==> src/rtl/uart_rx_fifo.sv <==
// Receive-side byte buffer: captures each rx_done word into a small FIFO, keeps
// a separate last-received register and a sticky overrun flag for dropped writes.
module uart_rx_fifo #(
   parameter int DATA_W = 8,
   parameter int DEPTH  = 4,
   parameter int ADDR_W = 2
) (
   input  logic              pclk,
   input  logic              rst_i,
   input  logic [DATA_W-1:0] rx_data_i,
   input  logic              rx_done_i,
   input  logic              rd_en_i,
   input  logic              ovr_clr_i,
   output logic [DATA_W-1:0] dout_o,
   output logic              dout_valid_o,
   output logic [DATA_W-1:0] last_data_o,
   output logic              empty_o,
   output logic              full_o,
   output logic [ADDR_W:0]   count_o,
   output logic              overrun_o
);

   localparam logic [ADDR_W:0] DEPTH_C = ADDR_W'(DEPTH) == '0 ? (ADDR_W+1)'(DEPTH) : (ADDR_W+1)'(DEPTH);

   logic [DATA_W-1:0] mem_q [DEPTH];
   logic [ADDR_W-1:0] wr_ptr_q, wr_ptr_d;
   logic [ADDR_W-1:0] rd_ptr_q, rd_ptr_d;
   logic [ADDR_W:0]   count_q, count_d;
   logic [DATA_W-1:0] dout_q, dout_d;
   logic              dout_valid_q, dout_valid_d;
   logic [DATA_W-1:0] last_data_q, last_data_d;
   logic              overrun_q, overrun_d;

   logic empty, full, wr_acc, rd_acc, ovr_evt;

   assign empty = (count_q == '0);
   assign full  = (count_q == DEPTH_C);

   // When full, a same-cycle read frees the slot the write lands in.
   assign rd_acc  = rd_en_i && !empty;
   assign wr_acc  = rx_done_i && (!full || rd_en_i);
   assign ovr_evt = rx_done_i && full && !rd_en_i;

   always_comb begin
      wr_ptr_d     = wr_ptr_q;
      rd_ptr_d     = rd_ptr_q;
      count_d      = count_q;
      dout_d       = dout_q;
      dout_valid_d = 1'b0;
      last_data_d  = last_data_q;
      overrun_d    = overrun_q;

      if (wr_acc)
         wr_ptr_d = wr_ptr_q + 1'b1;
      if (rd_acc) begin
         rd_ptr_d     = rd_ptr_q + 1'b1;
         dout_d       = mem_q[rd_ptr_q];
         dout_valid_d = 1'b1;
      end
      if (wr_acc && !rd_acc)
         count_d = count_q + 1'b1;
      else if (rd_acc && !wr_acc)
         count_d = count_q - 1'b1;

      if (rx_done_i)
         last_data_d = rx_data_i;

      // Set has priority over clear.
      if (ovr_evt)
         overrun_d = 1'b1;
      else if (ovr_clr_i)
         overrun_d = 1'b0;
   end

   always_ff @(posedge pclk) begin
      if (rst_i) begin
         wr_ptr_q     <= '0;
         rd_ptr_q     <= '0;
         count_q      <= '0;
         dout_q       <= '0;
         dout_valid_q <= 1'b0;
         last_data_q  <= '0;
         overrun_q    <= 1'b0;
      end else begin
         wr_ptr_q     <= wr_ptr_d;
         rd_ptr_q     <= rd_ptr_d;
         count_q      <= count_d;
         dout_q       <= dout_d;
         dout_valid_q <= dout_valid_d;
         last_data_q  <= last_data_d;
         overrun_q    <= overrun_d;
      end
   end

   always_ff @(posedge pclk) begin
      if (!rst_i && wr_acc)
         mem_q[wr_ptr_q] <= rx_data_i;
   end

   assign dout_o       = dout_q;
   assign dout_valid_o = dout_valid_q;
   assign last_data_o  = last_data_q;
   assign empty_o      = empty;
   assign full_o       = full;
   assign count_o      = count_q;
   assign overrun_o    = overrun_q;

endmodule
==> config.mk <==
export PLATFORM = sky130hd
export DESIGN_NAME = uart_rx_fifo
export DESIGN_NICKNAME = d
export VERILOG_FILES = /design/src/rtl/uart_rx_fifo.sv
export SDC_FILE = /design/constraint.sdc
export NUM_CORES = 1
export LEC_CHECK = 0
export CORE_AREA = 4 4 76 78
export CTS_BUF_LIST = sky130_fd_sc_hd__clkbuf_16
export CTS_CLUSTER_DIAMETER = 50
export CTS_CLUSTER_SIZE = 10
export DETAILED_ROUTE_END_ITERATION = 10
export DIE_AREA = 0 0 80 82
export PLACE_DENSITY = 0.7
export SLEW_MARGIN = 20
export SYNTH_ARGS = -nofsm -noshare
export SYNTH_HDL_FRONTEND = slang
export SYNTH_SLANG_ARGS = --single-unit
==> constraint.sdc <==
create_clock -name pclk -period 6.9 [get_ports pclk]
set_input_delay 0.69 -clock pclk [delete_from_list [all_inputs] [get_ports pclk]]
set_output_delay 0.69 -clock pclk [all_outputs]
set_load 0.05 [all_outputs]
## Word level (Yosys, flattened, before mapping)

Memory sizes are Yosys's and may differ from the RTL's. A register that Yosys moved wholly into a read port is not among the register bits.
Index checks and enable logic that the tools add are counted.

- Memory bits (read-only): 0
- RAM bits: 32
- Memories kept: 1
- Bits of input ports: 13
- Bits in latches: 0
- Output and inout port bits: 23
- Register bits: 17
- Word-level logic and storage cells: 36

Memories:

| memory | words | bits a word | read ports | clocked after memory_dff | wr ports | RTL line | source |
|---|---|---|---|---|---|---|---|
| mem_q | 4 | 8 | 1 | 1 | 1 | 25 | `logic [DATA_W-1:0] mem_q [DEPTH];` |

- $mul: 0
- Bitwise operators: 0
- Divide/modulo/power cells: 0
- Muxes and demuxes: 7
- Reductions and logical operators: 17
- Add/sub/neg operators: 4
- Shifts and indexed selects: 0
- Eq/ne operators: 1
- $lt $le $gt $ge: 0

Operators by type and width:

| operator | number |
|---|---|
| $logic_and A1 B1 Y1 | 7 |
| $logic_not A1 Y1 | 6 |
| $mux W3 | 2 |
| $mux W1 | 5 |
| $add A2 B1 Y2 const B | 2 |
| $reduce_bool A2 Y1 | 2 |
| $add A3 B1 Y3 const B | 1 |
| $eq A3 B3 Y1 const B | 1 |
| $logic_not A3 Y1 | 1 |
| $sub A3 B1 Y3 const B | 1 |
| $logic_or A1 B1 Y1 | 1 |

## Depth between registers and ports, before layout

Gate-level depths: netlist of the first run.

- Depth after elaboration: 8
- Gate-level depth with buffers: 10
- Mapped depth without buffers: 9

## Worst setup path before layout of the first run

No wires, ideal clock.

- Kind: flip-flop to flip-flop
- Start: reg count_q[0], in the netlist count_o[0]
- End: reg count_q[2], in the netlist count_o[2]
- Setup time: 0.070 ns
- Period minus slack after synthesis: 2.645 ns
- Arrival: 2.574 ns
- Stages on the path, launching flop included: 11
- Data required time: 6.830 ns
- Path slack: 4.255 ns
- Buffers on the path: 2
- Cells stage by stage: dfxtp_1 > o31a_2 > buf_2 > inv_1 > buf_4 > ha_1 > inv_1 > fa_1 > xor2_1 > or3_2 > a21oi_1

- Longest elaborated chain between the ends: 7
- Elaborated cells between the ends (all ways): 16
- Classes of those cells: add/sub: 2; eq/ne: 1; mux: 2; reduce/logical: 11

Ends and longest elaborated chain:

| item | RTL line | source |
|---|---|---|
| start, declared | 28 | `logic [ADDR_W:0] count_q, count_d;` |
| start signal, assigned | 87 | `count_q <= count_d;` |
| parallel branches: the longest is 7 deep, another holds $sub A3 B1 Y3 | n/a |  |

Parallel ways; which one is timed is not known. The select of a mux whose other input is x is not followed.
A chain may end at the register's enable or synchronous reset.

## Worst setup path in the final report of the first run

- Start: in rx_done_i
- End: reg count_q[2], in the netlist count_o[2]

- Longest elaborated chain between the ends: 4
- Elaborated cells between the ends (all ways): 6
- Classes of those cells: mux: 1; reduce/logical: 5

Ends and longest elaborated chain:

| item | RTL line | source |
|---|---|---|
| start, declared | 11 | `input logic rx_done_i,` |
| $logic_and A1 B1 Y1 (*) | 41 | `assign wr_acc = rx_done_i && (!full \|\| rd_en_i);` |
| named net wr_acc | 34 | `logic empty, full, wr_acc, rd_acc, ovr_evt;` |
| $logic_not A1 Y1 | 62 | `else if (rd_acc && !wr_acc)` |
| $logic_and A1 B1 Y1 | 62 |  |
| $reduce_bool A2 Y1 (no source line) | n/a |  |

Mark *: on every way through the listed nets, which the timed path passes. The rest lies on a longest branch.

==> summary.md, run 1 <==
| Metric | Value |
|---|---|
| Status | finished clean |
| CTS clock-pin slew for the worst setup and hold paths | 0.05 ns |
| Clk_lat worst skew | 0.32 ns |
| Yosys warnings | 0 |
| Final GP Congestion | 0.694 |
| Nets | 218 |
| I/O Buffers | 35 |
| Class of the worst hold path | reg2reg |
| RSZ-0062 raised after global routing | no |
| EDFF count, synth | 32 |
| Ys flop type | edfxtp_1 |
| GR Overflow Total | 0 |
| P&R area growth vs syn | 30.7% |
| Relative slew slack | 0.555 |
| Crit Path Max Fanout | 10 |
| Post-cts resize count | 0 |
| Data arrival time of the critical path | 3.25 ns |
| Average size of a mapped cell | 14.1 µm² |
| Syn Std Cell Area | 2220 µm² |
| Final Non-Filler Cells | 274 |
| Worst R2R Path Depth | 8 |
| Fin area | 2900 µm² |
| Async set-reset flop share out of synthesis | 0 |
| Max Slew Vio Count | 0 |
| Antenna violations before repair | 0 |
| Multi-input gate area | 694 µm² |
| R2R Path End | count_o[2] |
| Pre-CTS setup slack | 3.54 ns |
| Placed instance area | 2650 µm² |
| Pre-antenna DRT Iters | 5 |
| DR vias/cell | 4.81 |
| R2R Path Start | count_o[0] |
| CTS root buf | clkbuf_16 |
| Layout Skew | 0.00936 ns |
| Post-synth top cells | 32 x edfxtp_1, 25 x dfxtp_1, 16 x nand2_1, 14 x nor2_1, 11 x a21oi_1 |
| Syn Inst Count | 157 |
| Worst-Margin Slew | 0.666 ns |
| N_diodes | 0 |
| Final Setup Violations | 0 |
| Slowest CP cell | clkdlybuf4s50_1 |
| # DRC | 0 |
| Post-synth top area cell | edfxtp_1 |
| # IOs | 36 |
| Ratio of cells with drive above 1 in the final layout | 0.152 |
| Pleak | 1.06 nW |
| Starting density of the core | 0.437 |
| Fmax | 0.334 GHz |
| CTS Buf Count | 9 |
| Register area share after synthesis | 0.658 |
| CP bufs+invs | 3 |
| CTS tree | yes |
| Post-DR wirelength/cell | 15.6 µm |
| Pin count of the biggest net entering global routing | 32 |
| Die X-Extent | 80 µm |
| Sequential cell area | 1460 µm² |
| Pwr dens | 395 nW/µm² |
| Crit path depth | 9 |
| Global Route Usage Sum | 0.146 |
| Max H-tree Level | 3 |
| Critical Path RT | 7.15 ns |
| Largest stage delay, worst path | 0.90 ns |
| CP Class | in2reg |
| Worst Slack Setup Final | 3.90 ns |
| First-pass GRT wire length | 6710 µm |
| Dpl cells | 258 |
| Hold Buf Count CTS | 0 |
| Final period util | 0.435 |
| Top-count cell post-synth | edfxtp_1 |
| Worst path top cell family by delay | buffers and inverters |
| Worst Setup EP | count_o[2] |
| WL final | 4290 µm |
| Final TNS setup | 0 ns |
| Core area | 5070 µm² |
| Fill cells | 439 |
| Startpoint types | primary input |
| Post-Syn Nets | 176 |
| Final ANT Viol Nets | 0 |
| Setup crit start | rx_done_i |
| Initial DRC count | 65 |
| CTS max path bufs | 2 |
| R2R setup slack | 4.29 ns |
| HPWL after DPL | 2910 µm |
| # rows | 26 |
| Die height | 82 µm |
| Total number of vias | 1318 |
| Hold Vio Cnt, Final | 0 |
| Postcts setup bufs | 0 |
| Vias in the first global route | 1415 |
| Post-route minimum period | 3.00 ns |
| Main area contributors after synthesis | edfxtp_1 43%, dfxtp_1 23%, mux4_2 8.1% |
| Synth Register Bits | 57 |
| Synth top area share | 0.433 |
| Crit path capture type | register |
| Total power | 1.15 mW |
| Synth unique cells | 27 |
| Clock Sinks | 57 |
| Crit-path cells | clkdlybuf4s50_1, o21ai_4, inv_2, ha_1, inv_1, fa_1, xor2_1, or3_2, a21oi_1 |
| Max cap viols | 0 |
| DIE AREA | 6560 µm² |
| Worst vdd ir | 193 µV |
worst min path at each step:
stage / end / cells after the start / startpoint
after floorplan: wr_ptr_q[1] / 2 / wr_ptr_q[1]
after global placement: dout_o[7] / 2 / dout_o[7]
after detailed placement: dout_o[2] / 2 / dout_o[2]
after CTS: dout_o[2] / 2 / dout_o[2]
after global routing: dout_o[2] / 2 / dout_o[2]
final: dout_o[7] / 2 / dout_o[7]
sequential cells by signal, summed over array words and instances (netlist names):
| signal | cells |
|---|---|
| count_o | 3 |
| dout_o | 8 |
| dout_valid_o | 1 |
| last_data_o | 8 |
| mem_q | 32 |
| overrun_o | 1 |
| rd_ptr_q | 2 |
| wr_ptr_q | 2 |
cell usage in the layout (no fill, tap or decap), drive strengths merged, types with 2 or more instances in the layout:
master	netlist	layout
a21oi	11	11
buf	4	5
clkbuf	4	9
clkdlybuf4s50	0	34
clkinv	0	5
dfxtp	25	25
edfxtp	32	32
ha	5	5
inv	7	9
mux2i	10	10
mux4	8	8
nand2	16	16
nand2b	3	3
nor2	14	14
nor3b	4	4
o21ai	3	3
or3	2	2
xor2	2	2
logic make-up (layout without fill, tap and decap cells):
| kind of cell | Yosys count | after routing | synth area share |
|---|---|---|---|
| XOR/XNOR | 3 | 3 | 0.0118 |
| multiplexers | 19 | 19 | 0.133 |
| buffers and inverters | 15 | 62 | 0.0287 |
| AND/OR/NAND/NOR | 42 | 42 | 0.0896 |
| adder cells (fa/ha/maj) | 6 | 6 | 0.0372 |
| flip-flops | 57 | 57 | 0.658 |
| AO/OA/AOI/OAI | 15 | 15 | 0.0412 |
cell type report:
type | instances | share of cell area
flip-flops and latches | 57 | 0.504
multi-input cells | 85 | 0.239
repair buffers | 39 | 0.129
clock buffers | 9 | 0.0777
well taps | 70 | 0.0302
clock inverters | 7 | 0.0104
inverters | 7 | 0.00906
per-layer routing:
metal  share of wire  track usage  wire [µm]  vias to the layer above
met3           0.044       0.0526        188                        5
li1                -            -          -                      642
met4           0.021       0.0895         88                        0
met1            0.40        0.152       1710                      640
met5               0            0          0                        -
met2            0.54        0.251       2300                       31
power breakdown:
group	total, mW	switching [mW]	internal, mW
Clock	0.373	0.138	0.234
Combinational	0.332	0.197	0.136
Sequential	0.441	0.0433	0.398
Total	1.15	0.378	0.768
worst min-delay path, stage by stage, from the launching register on:
cell and delay, ns:
dfxtp_1 0.31, nand2_1 0.06, a21oi_1 0.06
through the flow:
stage	utilization	hold WS, ns
after floorplan	-	0.481
after global placement	0.522	0.450
after detailed placement	0.522	0.457
after CTS	0.572	0.464
after global routing	0.571	0.479
final	0.571	0.469
No activity file was read; power rests on OpenSTA's default activity.
==> run 2: changes to the inputs <==
Settings changed: PLACE_DENSITY 0.7 to 0.73.
Clock period 6.9 ns to 2.59 ns, I/O delays scaled along.
==> run 2 against run 1 <==
Net effect: via count down 0.53%; final area up 2.4%; combinational power rose to 2.7 times the previous value; clock power rose to 2.9 times the previous value; non-clock buffer count up 5; register-to-register slack worse by 3.9 ns; critical endpoint is now full_o; critical path type is now reg2out; cell count up 1.8%; core utilization up 1.4 points.
==> summary.md, run 2 (synthesized netlist as in run 1, its figures left out) <==
| Metric | Value |
|---|---|
| CTS root buf | clkbuf_16 (unchanged) |
| Pre-antenna DRT Iters | 4 (was 5) |
| Status | finished clean (unchanged) |
| Comb power frac | 0.287 (was 0.290) |
| Nets | 223 (was 218) |
| First-pass GRT wire length | 6740 µm (was 6710 µm) |
| Final Core Density | 0.585 (was 0.571) |
| # IOs | 36 (unchanged) |
| Pin count of the biggest net entering global routing | 14 (was 32) |
| Sequential cell area | 1470 µm² (was 1460 µm²) |
| Clock Sinks | 57 (unchanged) |
| CTS tree | yes (unchanged) |
| Pleak | 1.09 nW (was 1.06 nW) |
| Final ANT Viol Nets | 0 (unchanged) |
| # rows | 26 (unchanged) |
| Ratio of cells with drive above 1 in the final layout | 0.177 (was 0.152) |
| Clk_lat worst skew | 0.32 ns (about the same) |
| Multi-input gate area | 694 µm² (unchanged) |
| Final GP Congestion | 0.774 (was 0.694) |
| Hold Buf Count CTS | 0 (unchanged) |
| DR vias/cell | 4.70 (was 4.81) |
| Total number of vias | 1311 (was 1318) |
| Fill cells | 445 (was 439) |
| Crit Path Max Fanout | 6 (was 10) |
| Psw | 1.00 mW (was 378 µW) |
| Die height | 82 µm (unchanged) |
| RSZ-0062 raised after global routing | no (unchanged) |
| CTS clock-pin slew for the worst setup and hold paths | 0.05 ns (about the same) |
| Final period util | 0.874 |
| Max H-tree Level | 3 (unchanged) |
| Int Pwr | 2.17 mW (was 768 µW) |
| Sw Share | 0.316 (was 0.330) |
| CTS max path bufs | 2 (unchanged) |
| Starting density of the core | 0.437 (unchanged) |
| Layout Skew | 0.00392 ns (was 0.00936 ns) |
| Postcts setup bufs | 0 (unchanged) |
| Clock power share | 0.342 (was 0.325) |
| Global Route Usage Sum | 0.145 (was 0.146) |
| Worst vdd ir | 513 µV (was 193 µV) |
| CP Class | reg2out (was in2reg) |
| Commonest non-fill, non-tap cell in the layout | clkdlybuf4s50_1 (unchanged) |
| Fmax | 0.442 GHz |
| Max reg flops | 32 (unchanged) |
| CTS Buf Count | 9 (unchanged) |
| Biggest register | mem_q (unchanged) |
| Antenna violations before repair | 0 (unchanged) |
| Startpoint types | register (was primary input) |
| GR Overflow Total | 0 (unchanged) |
| Vias in the first global route | 1358 (was 1415) |
| Initial DRC count | 41 (was 65) |
| P&R area growth vs syn | 33.8% (was 30.7%) |
| Post-DR wirelength/cell | 14.7 µm (was 15.6 µm) |
| Critical Path RT | 2.33 ns (was 7.15 ns) |
| Relative slew slack | 0.587 (was 0.555) |
| DIE AREA | 6560 µm² (unchanged) |
| Class of the worst hold path | reg2reg (unchanged) |
| Worst-Margin Slew | 0.618 ns (was 0.666 ns) |
| Crit path capture type | output pin (was register) |
| Data arrival time of the critical path | 2.00 ns (was 3.25 ns) |
| Commonest cells after routing, fill and taps aside | 35 x clkdlybuf4s50_1, 32 x edfxtp_1, 22 x dfxtp_1, 16 x nand2_1, 14 x nor2_1 (was 34 x clkdlybuf4s50_1, 32 x edfxtp_1, 25 x dfxtp_1, 16 x nand2_1, 14 x nor2_1) |
| Pwr dens | 1070 nW/µm² (was 395 nW/µm²) |
| Max Slew Vio Count | 0 (unchanged) |
| N_diodes | 0 (unchanged) |
| I/O Buffers | 35 (unchanged) |
| Post-route minimum period | 2.26 ns |
| Post-cts resize count | 0 (unchanged) |
| HPWL after DPL | 2820 µm (was 2910 µm) |
| Hold Vio Cnt, Final | 0 (unchanged) |
| Final Setup Violations | 0 (unchanged) |
| Seq pwr share | 0.371 (was 0.385) |
| WL final | 4100 µm (was 4290 µm) |
| Core area | 5070 µm² (unchanged) |
| # DRC | 0 (unchanged) |
| Max cap viols | 0 (unchanged) |
| Final TNS setup | 0 ns (unchanged) |
| Die X-Extent | 80 µm (unchanged) |
[run 2: through the flow]
| step | power (mW) | std cells | setup WS, ns | hold slack, ns | instance area [µm²] |
|---|---|---|---|---|---|
| after floorplan | 1.83 | 157 | 0.0865 | 0.358 | 2220 |
| after global placement | 2.10 | 263 | 0.166 | 0.443 | 2690 |
| after detailed placement | 2.11 | 263 | 0.106 | 0.448 | 2690 |
| after CTS | 3.20 | 279 | 0.311 | 0.455 | 2970 |
| after global routing | 3.33 | 279 | 0.229 | 0.469 | 2970 |
| final | 3.17 | 279 | 0.328 | 0.451 | 2970 |
[run 2: area by class of cell]
type / count / area share
Clock buffer: 9 / 0.0758
Clock inverter: 7 / 0.0181
Inverter: 7 / 0.00885
Multi-Input combinational cell: 85 / 0.234
Sequential cell: 57 / 0.493
Tap cell: 70 / 0.0295
Timing Repair Buffer: 44 / 0.141
[run 2: worst paths after layout]
path,startpoint,end,slack [ns],cells after the start
max,count_o[0],full_o,0.33,3
min,dout_o[7],dout_o[7],0.45,2
max reg2reg,count_o[0],count_o[2],0.37,9
min reg2reg,dout_o[7],dout_o[7],0.45,2
[run 2: power groups by stage]
stage / sequential, mW / clock, mW / combinational (mW)
6_report: 1.18 / 1.09 / 0.909
5_1_grt: 1.20 / 1.15 / 0.976
4_1_cts: 1.18 / 1.11 / 0.917
3_5_place_dp: 1.20 / 0 / 0.914
3_3_place_gp: 1.19 / 0 / 0.904
2_1_floorplan: 1.36 / 0 / 0.472
[run 2: layer usage]
metal,routed length [µm],track usage
met1,1660,0.154
met2,2140,0.248
met3,248,0.0669
met4,62,0.0608
met5,0,0
[run 2: worst max-delay path, cell delays in order, from the launching register on]
cell and delay [ns]:
dfxtp_2 0.36, or3b_4 0.43, inv_1 0.09, clkdlybuf4s50_1 0.81
